`config.mk`:
```
export PLATFORM = sky130hd
export DESIGN_NAME = var_tap_shifter
export DESIGN_NICKNAME = d
export VERILOG_FILES = /design/src/rtl/var_tap_shifter_pkg.sv /design/src/rtl/var_tap_shifter_shift_stage.sv /design/src/rtl/var_tap_shifter.sv
export SDC_FILE = /design/constraint.sdc
export NUM_CORES = 1
export LEC_CHECK = 0
export ABC_AREA = 1
export CAP_MARGIN = 30
export CORE_ASPECT_RATIO = 1.5
export CORE_MARGIN = 2
export CORE_UTILIZATION = 55
export CTS_CLUSTER_SIZE = 24
export DETAILED_ROUTE_END_ITERATION = 8
export PLACE_DENSITY = 0.78
export SYNTH_ARGS = -nofsm -noshare
export SYNTH_HDL_FRONTEND = slang
export SYNTH_SLANG_ARGS = --single-unit
```
`constraint.sdc`:
```
create_clock -name clk -period 2.6 [get_ports clk]
set_input_delay 0.26 -clock clk [delete_from_list [all_inputs] [get_ports clk]]
set_output_delay 0.26 -clock clk [all_outputs]
set_load 0.01 [all_outputs]
```
`src/rtl/var_tap_shifter_pkg.sv`:
```
// var_tap_shifter_pkg: shared defaults, stage record and width helpers for the tapped delay line.
package var_tap_shifter_pkg;

    localparam int DEFAULT_WIDTH = 4;
    localparam int DEFAULT_DEPTH = 8;

    typedef struct packed {
        logic                     valid;
        logic [DEFAULT_WIDTH-1:0] data;
    } stage_t;

    function automatic int tap_w(input int depth);
        return $clog2(depth);
    endfunction

    function automatic int cnt_w(input int depth);
        return $clog2(depth + 1);
    endfunction

endpackage

```
`src/rtl/var_tap_shifter_shift_stage.sv`:
```
// var_tap_shifter_shift_stage: one {valid, data} register of the delay line.
module var_tap_shifter_shift_stage #(
    parameter int W = 5
) (
    input  logic         clk,
    input  logic         rst,
    input  logic         clr,
    input  logic         shn,
    input  logic [W-1:0] d,
    output logic [W-1:0] q
);

    always_ff @(posedge clk or negedge rst) begin
        if (!rst)      q <= '0;
        else if (clr)  q <= '0;
        else if (shn)  q <= d;
    end

endmodule

```
`src/rtl/var_tap_shifter.sv`:
```
// var_tap_shifter: parametrised delay line with run-time tap select, per-stage valid and occupancy count.
module var_tap_shifter
    import var_tap_shifter_pkg::*;
#(
    parameter int WIDTH = DEFAULT_WIDTH,
    parameter int DEPTH = DEFAULT_DEPTH,
    parameter int TAP_W = tap_w(DEPTH),
    parameter int CNT_W = cnt_w(DEPTH)
) (
    input  logic             clk,
    input  logic             rst,
    input  logic [WIDTH-1:0] si,
    input  logic             si_valid,
    input  logic             shn,
    input  logic             clr,
    input  logic [TAP_W-1:0] tap,
    output logic [WIDTH-1:0] so,
    output logic             so_valid,
    output logic [CNT_W-1:0] fill,
    output logic             full
);

    logic [WIDTH:0]   w_d   [DEPTH];
    logic [WIDTH:0]   w_q   [DEPTH];
    logic [WIDTH:0]   w_tab [2**TAP_W];
    logic [CNT_W-1:0] r_fill;
    logic [CNT_W-1:0] w_fill_nxt;
    logic             w_last_v;

    // Taps past the last stage read as an all-zero, invalid stage.
    genvar i;
    generate
        for (i = 0; i < 2**TAP_W; i++) begin : g_stage
            if (i < DEPTH) begin : g_real
                if (i == 0) begin : g_head
                    assign w_d[i] = {si_valid, si};
                end else begin : g_link
                    assign w_d[i] = w_q[i-1];
                end
                var_tap_shifter_shift_stage #(.W(WIDTH + 1)) u_stage (
                    .clk (clk),
                    .rst (rst),
                    .clr (clr),
                    .shn (shn),
                    .d   (w_d[i]),
                    .q   (w_q[i])
                );
                assign w_tab[i] = w_q[i];
            end else begin : g_pad
                assign w_tab[i] = '0;
            end
        end
    endgenerate

    assign {so_valid, so} = w_tab[tap];
    assign w_last_v = w_q[DEPTH-1][WIDTH];

    // Tracks popcount of valid bits: one enters at stage 0, one leaves from the last stage.
    assign w_fill_nxt = (si_valid && !w_last_v) ? r_fill + CNT_W'(1) :
                        (!si_valid && w_last_v) ? r_fill - CNT_W'(1) : r_fill;

    always_ff @(posedge clk or negedge rst) begin
        if (!rst)      r_fill <= '0;
        else if (clr)  r_fill <= '0;
        else if (shn)  r_fill <= w_fill_nxt;
    end

    assign fill = r_fill;
    assign full = r_fill == CNT_W'(DEPTH);

endmodule

```
==> results of run 1 <==
## cells by family (layout without fill, tap and decap cells)
kind of cell / count (synthesis) / count (layout) / share of synthesized area
adder cells (fa/ha/maj): 3 / 3 / 0.02048
buffers and inverters: 63 / 85 / 0.1291
AND/OR/NAND/NOR: 80 / 80 / 0.1456
AO/OA/AOI/OAI: 64 / 64 / 0.2002
XOR/XNOR: 1 / 1 / 0.003983
flip-flops: 44 / 44 / 0.5006
## synthesized netlist by cell type
cell,n
a21oi_1,1
a21oi_2,1
buf_2,8
buf_6,5
clkinv_1,1
dfrtp_1,44
fa_1,1
ha_1,2
inv_1,49
nand2_1,67
nand2_2,1
nand3_1,8
nor2_1,1
nor4_1,1
o211ai_1,20
o21ai_0,2
o21ai_2,4
o22ai_1,35
o22ai_2,1
or2_1,1
or2_2,1
xnor2_1,1
## worst max-delay path: stages
cell             delay [ns]
clkdlybuf4s50_1        0.48
clkinv_1               0.26
o211ai_1               0.20
nand2_1                0.07
nand2_1                0.06
nand2_1                0.07
clkdlybuf4s50_1        0.47
## final timing paths
| kind | start | end | slack (ns) | cells past startpoint |
|---|---|---|---|---|
| min | rst | g_stage[3].g_real.u_stage.q[3] | 0.34 | 2 |
| max in group asynchronous | rst | g_stage[4].g_real.u_stage.q[4] | 1.82 | 3 |
| min in group clk | g_stage[7].g_real.u_stage.q[1] | g_stage[7].g_real.u_stage.q[1] | 0.53 | 2 |
| max | tap[1] | so[1] | 0.47 | 7 |
| max reg2reg | g_stage[7].g_real.u_stage.q[4] | fill[3] | 0.89 | 8 |
| min reg2reg | g_stage[7].g_real.u_stage.q[1] | g_stage[7].g_real.u_stage.q[1] | 0.53 | 2 |
## layout make-up
class                           count  area share
Sequential cell                    44      0.4295
Multi-Input combinational cell    148      0.3177
Timing Repair Buffer               27      0.1083
Inverter                           50     0.07321
Clock buffer                        7     0.03758
Tap cell                           45     0.02196
Clock inverter                      1     0.01171
## power groups by stage
stage                     combinational (W)  clock [W]  sequential [W]
final                              0.000197   0.000569        0.000707
after global routing               0.000221   0.000607        0.000709
after CTS                          0.000194   0.000579        0.000707
after detailed placement           0.000194          0        0.000721
after global placement             0.000191          0        0.000721
after floorplan                    0.000117          0        0.000721
## sequential cells by signal, indices dropped and copies added, names as in the netlist
name and cells:
g_stage.g_real.u_stage.q 40, fill 4
## metrics by stage
stage               cells  worst slack [ns]    util
CTS                   320            0.4354  0.6515
floorplan             255             1.042       -
global route          322            0.3051  0.6593
global placement      312            0.4827  0.6190
finish                322            0.4658  0.6593
detailed placement    312            0.4527  0.6190
## layer usage
layer | GRT usage | routed length, um | vias up
li1 | - | - | 877
met1 | 0.2693 | 1918 | 845
met2 | 0.3298 | 2049 | 31
met3 | 0.03937 | 126 | 5
met4 | 0.08049 | 64 | 0
met5 | 0 | 0 | -
==> run metrics, run 1 <==
Die Span X=55.64 um; status=finished, final reports clean; Mapped Nets=270; HPWL Detailed=2732 um; Net Switching=0.0003516 W; Max Cap Viol=0; Post-CTS Setup Inserts=0; sequential cell area fraction in the yosys report=0.5006; Synth Cell Area=2200 um2; Total GRT Usage=0.2026; die footprint=4532 um2; RSZ-0062 raised after global routing=no; Flop pwr share=0.480; worst hold margin=0.3383 ns; Clk pwr share=0.386; Worst-path clk slew=0.08 ns; Fillers=299; Final Instance Area=2564 um2; initial antenna violation count=0; # diodes=0; Slew Viols, Final=0; Comb pwr share=0.134; core outline area=3889 um2; grt total ovfl=0; DR vias/cell=5.460; Routed Antenna Nets=0; layout cells sized above 1=0.07942; final hold vios=0; WP data arrival=1.87 ns; largest net degree at the start of global routing=45; routed len/inst=12.91 um; vias in the first global route=1602; # IOs=22; commonest non-fill, non-tap cell in the layout=nand2_1; Crit Path Max Fanout=10; Area Overhead vs Synth=16.55%; Final Setup Violations=0; Internal Power=0.001121 W; sw frac=0.2387; drt drc=0; Peak VDD IR=0.4856 mV; Synth warnings=0; hold crit path type=in2async; fin crit period=2.134 ns; P_leak=1.208 nW; Power Density=574.6 nW/um2; DRT iter0 DRCs=45; RD Place Congestion=0.7875; CTS Hold Buffers Added=0; CTS Buffer Depth=2; final setup TNS=0 ns; Mean Syn Cell Area=8.626 um2; Post-Route Skew=0.003776 ns; relative slew slack=0.6699; fin nets=291; CP endpoint kind=primary output; Rows=28; fin crit share=0.8208; most frequent cells in the layout=nand2_1 (67), inv_1 (49), dfrtp_1 (44), o22ai_1 (35); synth top area cells=dfrtp_1 (50%), nand2_1 (11%), o22ai_1 (10%), inv_1 (8.4%), o211ai_1 (6.8%); Cell Area, Placed=2407 um2; TritonCTS clock tree=built; H-tree Lvls=2; Routed WL=4158 um; vias=1758; nature of the critical path startpoint=input port; Fmax=468.6 MHz; register bit total from synthesis=44; Synth area leader=dfrtp_1; router iterations before antenna repair=4; Slew @ Worst Pin=0.4934 ns; critical path class=in2out; FF/Latch Area=1101 um2; combined area of the multi-input logic cells=814.5 um2; die height=81.46 um; root buffer cell=clkbuf_8; top cell type's share of synthesized area=0.5006; CTS sink count=44; post-synth cell types=22; Mapped Cells=255; Num CTS Buffers=5; PortBufs=21; Starting Density=0.5656; first-pass GRT wire length=7307 um; cts repair resizes=0; worst skew pair latency=0.30 ns; total power=0.001473 W; CP required=2.34 ns
Note: power is estimated with default switching activity, not from simulation.
==> run 2: changes to the inputs <==
clock period = 2.2 ns   (was 2.6 ns; I/O delays follow)
==> run metrics, run 2 (synthesized netlist as in run 1, its figures left out) <==
Post-Route Skew=0.002236 ns; Total GRT Usage=0.2007; Die Span X=55.64 um; RD Place Congestion=0.8058; core outline area=3889 um2; total power=0.001737 W; drt drc=0; fin nets=292; worst skew pair latency=0.29 ns; Slew Viols, Final=0; CTS sink count=44; cts repair resizes=0; Largest register FFs=40; Power Density=678.7 nW/um2; fin crit period=2.048 ns; root buffer cell=clkbuf_8; largest net degree at the start of global routing=41; grt total ovfl=0; largest register by flop count=g_stage.g_real.u_stage.q; die height=81.46 um; fin crit share=0.9308; Post-CTS Setup Inserts=0; final hold vios=0; Peak VDD IR=0.5323 mV; first-pass GRT wire length=7100 um; Fillers=325; H-tree Lvls=2; Num CTS Buffers=5; Net Switching=0.0004123 W; relative slew slack=0.7114; Routed WL=4238 um; # diodes=0; RSZ-0062 raised after global routing=no; Clk pwr share=0.385; dpl cells=314; TritonCTS clock tree=built; Fmax=488.3 MHz; CP required=1.98 ns; WP data arrival=1.83 ns; nature of the critical path startpoint=input port; Internal Power=0.001324 W; CTS Buffer Depth=2; Area Overhead vs Synth=16.33%; Rows=28; worst setup margin=0.1522 ns; Comb pwr share=0.134; Place WS=0.1350 ns; vias=1714; initial antenna violation count=0; status=finished, final reports clean; Worst-path clk slew=0.08 ns; # IOs=22; die footprint=4532 um2; Core Util, Final=0.6580; P_leak=1.208 nW; router iterations before antenna repair=4; DR vias/cell=5.307; critical path class=in2out; final setup TNS=0 ns; HPWL Detailed=2831 um; Finished Layout Cells=323; Crit Path Max Fanout=10; Starting Density=0.5656; Slew @ Worst Pin=0.4328 ns; CP endpoint kind=primary output; commonest non-fill, non-tap cell in the layout=nand2_1; hold crit path type=in2async; layout cells sized above 1=0.08273; Max Cap Viol=0; routed len/inst=13.12 um; PortBufs=21; Final Setup Violations=0; most frequent cells in the layout=nand2_1 (67), inv_1 (49), dfrtp_1 (44), o22ai_1 (35); DRT iter0 DRCs=57; Routed Antenna Nets=0; Flop pwr share=0.482; sw frac=0.2374; vias in the first global route=1572
-- run 2: repair_timing --
action                                  in CTS  in global routing
endpoints found under the setup margin       0                  0
hold buffers                                 1                  0
hold endpoints to repair                    17                  0
-- run 2: metal layers --
| layer | share of wire | global-route usage | up-vias |
|---|---|---|---|
| met4 | 0.010 | 0.06585 | 0 |
| met3 | 0.033 | 0.03937 | 4 |
| met1 | 0.46 | 0.2518 | 790 |
| li1 | - | - | 885 |
| met2 | 0.50 | 0.3500 | 35 |
| met5 | 0 | 0 | - |
-- run 2: cell type report --
cell class                      instances  area (um2)  area share
Multi-Input combinational cell        148       814.5      0.3183
Clock buffer                            7       96.34     0.03765
Clock inverter                          1       30.03     0.01174
Timing Repair Buffer                   28       272.8      0.1066
Inverter                               50       187.7     0.07335
Sequential cell                        44        1101      0.4303
Tap cell                               45       56.30     0.02200
-- run 2: path summary, 6_finish.rpt --
kind | startpoint | end | slack, ns | cells after the start
max reg2reg | g_stage[7].g_real.u_stage.q[4] | fill[3] | 0.62 | 8
max | tap[1] | so_valid | 0.15 | 7
max in group asynchronous | rst | g_stage[4].g_real.u_stage.q[4] | 1.14 | 3
min | rst | g_stage[6].g_real.u_stage.q[1] | 0.38 | 2
min reg2reg | g_stage[7].g_real.u_stage.q[1] | g_stage[7].g_real.u_stage.q[1] | 0.53 | 2
min in group clk | si[3] | g_stage[0].g_real.u_stage.q[3] | 0.51 | 3
-- run 2: metrics by stage --
stage / hold WS [ns] / instance area [um2]
after floorplan: -0.07559 / 2200
after global placement: 0.1662 / 2422
after detailed placement: 0.1672 / 2422
after CTS: 0.3802 / 2559
after global routing: 0.4108 / 2559
final: 0.3787 / 2559
-- run 2: worst max-delay path, stage by stage --
cell	delay, ns
clkdlybuf4s50_1	0.48
clkinv_1	0.27
o211ai_1	0.20
nand2_1	0.07
nand2_1	0.05
nand2_1	0.07
clkdlybuf4s50_1	0.47
-- run 2: power groups by stage --
stage	clock network (W)	registers [W]	logic (W)
5_1_grt	0.000716	0.000838	0.000259
3_3_place_gp	0	0.000852	0.000229
2_1_floorplan	0	0.000852	0.000139
6_report	0.000668	0.000836	0.000232
4_1_cts	0.000683	0.000836	0.000234
3_5_place_dp	0	0.000852	0.000231
